--- src/rtl/microcode_sequencer.sv ---
// microcode_sequencer: micro-PC and next-address logic for a one-cycle-latency microcode ROM; MICROSEQ_PERF_EN adds a retired-word counter
module microcode_sequencer #(
  parameter  int WORD_SIZE = 16,
  parameter  int ROM_SIZE  = 1024,
  parameter  int RESET_VEC = 0,
  localparam int ADDR_W    = $clog2(ROM_SIZE)
) (
  input  logic                 clk,
  input  logic                 rst,
`ifdef MICROSEQ_PERF_EN
  output logic [15:0]          perf_retired_o,
`endif
  output logic [ADDR_W-1:0]    rom_addr_o,
  input  logic [WORD_SIZE-1:0] rom_data_i,
  input  logic                 stall_i,
  input  logic                 cond_i,
  input  logic [7:0]           opcode_i,
  input  logic                 opcode_valid_i,
  output logic                 opcode_ack_o,
  output logic [WORD_SIZE-3:0] ctrl_o,
  output logic                 ctrl_valid_o,
  output logic [ADDR_W-1:0]    upc_o
);
  typedef enum logic [1:0] {PRIME, RUN, WAIT_OP} state_t;
  localparam logic [1:0] OP_JUMP = 2'b01, OP_BRANCH = 2'b10, OP_DISPATCH = 2'b11;
  localparam logic [ADDR_W-1:0] RV = ADDR_W'(RESET_VEC);
  state_t state_q, state_d;
  logic [ADDR_W-1:0] upc_q, upc_d, seq_addr, upc_inc, target, slot_addr;
  logic [1:0] op;
  logic run_go, take_op;
  assign op        = rom_data_i[WORD_SIZE-1 -: 2];
  assign target    = rom_data_i[ADDR_W-1:0];
  assign upc_inc   = (upc_q == ADDR_W'(ROM_SIZE-1)) ? '0 : upc_q + 1'b1;
  assign slot_addr = ADDR_W'({opcode_i, 2'b00});
  assign run_go    = (state_q == RUN) && !stall_i;
  assign take_op   = (state_q == WAIT_OP) && opcode_valid_i && !stall_i;
  // Next-address mux on the ROM output; a dispatch parks on its own address while waiting
  always_comb seq_addr = (op == OP_JUMP || (op == OP_BRANCH && cond_i)) ? target :
                         (op == OP_DISPATCH) ? upc_q : upc_inc;
  // Next state and micro-PC; the ROM is always addressed with the word that will execute next
  always_comb begin
    upc_d   = (state_q == PRIME) ? RV : run_go ? seq_addr : take_op ? slot_addr : upc_q;
    state_d = (state_q == PRIME) ? RUN :
              (run_go && op == OP_DISPATCH) ? WAIT_OP :
              take_op ? RUN : state_q;
  end
  // State and micro-PC registers
  always_ff @(posedge clk or posedge rst)
    if (rst) begin
      state_q <= PRIME;
      upc_q   <= RV;
    end else begin
      state_q <= state_d;
      upc_q   <= upc_d;
    end
  assign rom_addr_o   = upc_d;
  assign upc_o        = upc_q;
  assign ctrl_valid_o = run_go;
  assign opcode_ack_o = take_op;
  assign ctrl_o       = run_go ? rom_data_i[WORD_SIZE-3:0] : '0;
`ifdef MICROSEQ_PERF_EN
  logic [15:0] perf_q, perf_d;
  always_comb perf_d = (run_go && perf_q != 16'hFFFF) ? perf_q + 16'd1 : perf_q;
  // Saturating count of retired microwords
  always_ff @(posedge clk or posedge rst)
    if (rst) perf_q <= '0;
    else perf_q <= perf_d;
  assign perf_retired_o = perf_q;
`endif
endmodule

--- config.mk ---
export PLATFORM = sky130hd
export DESIGN_NAME = microcode_sequencer
export DESIGN_NICKNAME = d
export VERILOG_FILES = /design/src/rtl/microcode_sequencer.sv
export SDC_FILE = /design/constraint.sdc
export NUM_CORES = 1
export LEC_CHECK = 0
export CORE_MARGIN = 2
export CORE_UTILIZATION = 37
export CTS_BUF_LIST = sky130_fd_sc_hd__clkbuf_8
export DETAILED_ROUTE_END_ITERATION = 10
export PLACE_DENSITY = 0.82
export SLEW_MARGIN = 40
export SYNTH_ARGS = -nofsm -noshare
export SYNTH_HDL_FRONTEND = slang
export SYNTH_SLANG_ARGS = --single-unit
--- constraint.sdc ---
create_clock -name clk -period 1.8 [get_ports clk]
set_input_delay 0.18 -clock clk [delete_from_list [all_inputs] [get_ports clk]]
set_output_delay 0.18 -clock clk [all_outputs]
set_load 0.05 [all_outputs]
==> metrics.yaml, run 1 <==
clocking:
  cts.sink_count: 12
  hold_buffers: 0
  htree_num_levels: 1
  clockBufferDepth: 2
  cts_setup_buffers: 26
  cts_buffers: 3
  cts_resized: 59
  cts-root-buf: "clkbuf_8"
floorplan:
  die_h_um: 56.3
  initial_core_util: 0.398
  io_pins: 65
  die_x_um: 56.3
  rows: 18
synthesis:
  ys.flop_type: "dfrtp_1"
  synth_area_leaders: "dfrtp_1 30%, and2_1 8.0%, mux2i_1 7.9%"
  ys_ff_latch: 12
  synth_warnings: 0
  netlist_area_um2: 1010
  synth-edff-count: 0
  syn_inst: 115
  avgSynthCellArea_um2: 8.80
  synth_top_area_frac: 0.297
  synth_nets: 145
  yosys.area.top_type: "dfrtp_1"
  seq_area_frac_synth: 0.297
  synth.distinct_cells: 40
  ys_async_sr_fraction: 1.00
placement:
  hpwl_mm: 3.80
  place_area_um2: 2300
  gp_congestion: 0.901
  io_buffers: 64
outcome:
  firstError: "[ERROR DPL-0038] Utilization greater than 100%, impossible to legalize"
  lastStage: "4_1_cts"
  outcome: "stopped before the end"
-- cell families after synthesis --
| kind of cell | after synthesis | synth area share |
|---|---|---|
| AND/OR/NAND/NOR | 44 | 0.248 |
| AO/OA/AOI/OAI | 31 | 0.250 |
| buffers and inverters | 12 | 0.0507 |
| flip-flops | 12 | 0.297 |
| multiplexers | 9 | 0.0902 |
| XOR/XNOR | 6 | 0.0519 |
| adder cells (fa/ha/maj) | 1 | 0.0124 |
-- cells in the mapped netlist, drive strengths merged, types with 2 or more instances --
| cell type | number |
|---|---|
| nand3 | 5 |
| a21oi | 4 |
| dfrtp | 12 |
| nor3 | 2 |
| o21ai | 5 |
| mux2i | 8 |
| inv | 7 |
| nor2 | 8 |
| o31a | 2 |
| nand2 | 7 |
| o22ai | 2 |
| and2 | 13 |
| nand2b | 2 |
| buf | 4 |
| a221oi | 7 |
| xnor2 | 3 |
| a211oi | 5 |
| xor2 | 3 |
-- per-stage QoR --
step | util | setup slack [ns] | setup TNS [ns] | hold WS (ns) | instances
3_5_place_dp | 0.904 | -0.494 | -8.37 | 0.577 | 237
3_3_place_gp | 0.904 | -0.352 | -5.75 | 0.532 | 237
2_1_floorplan | - | -0.217 | -2.43 | 0.0443 | 115
==> inputs of run 2 (changes only) <==
- CORE_AREA: not set -> 2 2 63 65
- CORE_MARGIN: 2 -> not set
- CORE_UTILIZATION: 37 -> not set
- CTS_BUF_LIST: sky130_fd_sc_hd__clkbuf_8 -> not set
- DIE_AREA: not set -> 0 0 65 67
- PLACE_DENSITY: 0.82 -> not set
- PLACE_DENSITY_LB_ADDON: not set -> 0.15
==> run 2 against run 1 <==
The flow now finishes, with violations (negative setup slack). Synthesized cell count unchanged. Area after synthesis unchanged.
==> metrics.yaml, run 2 <==
floorplan:
  initial_core_util: 0.281  # -0.117
  die_x_um: 65  # +15%
  core_um2: 3610
  io_pins: 65  # unchanged
  die_h_um: 67  # +19%
  dieArea_um2: 4360
  rows: 22  # +4
synthesis:
  synth_area_leaders: "dfrtp_1 30%, and2_1 8.0%, mux2i_1 7.9%"
  synth_top_area_frac: 0.297  # unchanged
  avgSynthCellArea_um2: 8.80  # unchanged
  yosys.area.top_type: "dfrtp_1"
  ys_ff_latch: 12  # unchanged
  ys_async_sr_fraction: 1.00  # unchanged
  yosys-top-cells-count: "13 x and2_1, 12 x dfrtp_1, 8 x mux2i_1, 8 x nor2_1"
  syn_inst: 115  # unchanged
  seq_area_frac_synth: 0.297  # unchanged
  synth_nets: 145  # unchanged
  netlist_area_um2: 1010  # unchanged
  yosysMostFrequentCell: "and2_1"
  synth-edff-count: 0  # unchanged
  synth.distinct_cells: 40  # unchanged
  ys.flop_type: "dfrtp_1"
  synth_warnings: 0  # unchanged
critical_path:
  worstPathArrival_ns: 2.03
  path_max_fanout: 6
  end_kind: "output port"
  cp.required_ns: 1.62
  critPathKind: "reg -> out"
  startpoint_type: "flip-flop"
sta:
  setup_viol: 24
  whs_ns: 0.266
  finalHoldViolations: 0
  period_share: 1.23
  rsz0062_at_grt: "yes"
  relSlewSlack: 0.643
  slew_violations: 0
  skew_ns: 0.00272
  fin_ws_ns: -0.409
  fmax_mhz: 453
  worst_slew_pin_slew_ns: 0.534
  layout_min_cycle_time_ns: 2.21
global_route:
  grtUsageTotal: 0.233
  grt_pass1_vias: 1482
  antenna_found_initial: 0
  grt_first_pass_wirelength_mm: 7.57
  grt_max_degree: 13
  overflow: 0
layout:
  nets: 263
  final_cell_mix: "46 x buf_4, 27 x buf_12, 26 x clkdlybuf4s50_1"
  area_delta_synth_final_pct: 175
  utilization: 0.771
  final_common_cell: "buf_4"
  fin_area_um2: 2780
  largest_register_ffs: 10
  num_antenna_cells: 0
  n_fill_cell: 240
  drive_gt1_frac: 0.664
job:
  max-cap-violations: 0
outcome:
  violations: "negative setup slack"
  outcome: "finished, violations left"
route:
  wirelength_mm: 5.08
  drc: 0
  final_antenna_net_count: 0
  drt-initial-drc-count: 63
  wl_per_cell_um: 18.2
  first_pass_iters: 4
  via_count: 1431
  avgViaCountPerCell: 5.11
clocking:
  htree_num_levels: 1  # unchanged
  cts-root-buf: "clkbuf_8"
  hold_buffers: 0  # unchanged
  cts_tree: "built"
  insertion_delay_ns: 0.25
  clockBufferDepth: 2  # unchanged
  cts_buffers: 3  # unchanged
  path_clk_slew_ns: 0.06
  cts.sink_count: 12  # unchanged
placement:
  gp_congestion: 0.829  # -8.0%
  io_buffers: 64  # unchanged
  hpwl_mm: 3.51  # -7.8%
  place_area_um2: 2330  # +1.3%
worst_hold_path:
  hp-class: "in -> async"
pwr:
  leakage_nw: 1.15
  vdd_drop_max_v: 0.00119
  power_per_cell_area_nw_per_um2: 1790
[run 2: cell counts after synthesis]
No cell type changed its count.
[run 2: per-stage QoR]
step                      std cells  setup WS [ns]  setup TNS (ns)  total power [mW]
after floorplan                 115         -0.217           -2.43              2.55
after global placement          255         -0.371           -5.15              4.11
after detailed placement        255         -0.443           -6.39              4.18
after CTS                       272         -0.338           -2.48              4.79
after global routing            280         -0.448           -4.78              5.16
final                           280         -0.409           -3.72              4.98
[run 2: what timing repair did]
item / in CTS / in global routing
resized for setup: 49 / 16
buffers inserted: 14 / 9
pin swaps: 16 / 9
setup endpoints to repair: 24 / 23
[run 2: report_power, final]
part	switching (mW)	internal (mW)
sequential	0.156	0.412
combinational	2.21	1.89
clock	0.124	0.194
total	2.49	2.49
[run 2: path summary, 6_finish.rpt]
kind / startpoint / to / slack, ns / depth (start not counted)
hold reg to reg: state_q[0]$_DFFE_PP0P_ / state_q[0]$_DFFE_PP0P_ / 0.73 / 2
setup reg to reg: upc_o[4]$_DFF_PP0_ / upc_o[3]$_DFF_PP0_ / -0.03 / 7
max in group asynchronous: rst / upc_o[4]$_DFF_PP0_ / 1.15 / 2
min in group clk: opcode_valid_i / state_q[0]$_DFFE_PP0P_ / 0.46 / 3
setup / recovery: upc_o[4]$_DFF_PP0_ / rom_addr_o[3] / -0.41 / 7
hold / removal: rst / upc_o[5]$_DFF_PP0_ / 0.27 / 2
[run 2: routing by layer]
layer	GRT usage	part of all wire	vias to the layer above
met3	0.0389	0.049	9
met4	0.0505	0.014	0
met1	0.258	0.38	710
met5	0	0	-
met2	0.459	0.55	54
li1	-	-	658
[run 2: cell type report]
cell class / instances / area, µm² / share of cell area
flip-flops and latches: 12 / 309 / 0.111
inverters: 7 / 30.0 / 0.0108
repair buffers: 118 / 1360 / 0.488
well taps: 48 / 60.1 / 0.0216
clock buffers: 4 / 55.1 / 0.0198
multi-input cells: 91 / 970 / 0.349
[run 2: cell families (layout without fill, tap and decap cells)]
family,Yosys count,in the layout,synth area share
AOI/OAI and AO/OA,31,31,0.250
xor gates and xnor gates,6,6,0.0519
muxes,9,9,0.0902
adders and majority gates,1,1,0.0124
buffers and inverters,12,129,0.0507
DFF,12,12,0.297
and+or+nand+nor,44,44,0.248
[run 2: critical path: stages (launching register included)]
cell and delay (ns):
dfrtp_2 0.43, and3_4 0.19, and4_4 0.21, a31oi_4 0.31, buf_4 0.17, a221oi_2 0.06, a211oi_4 0.23, buf_12 0.17
(Power assumes the default switching activity.)
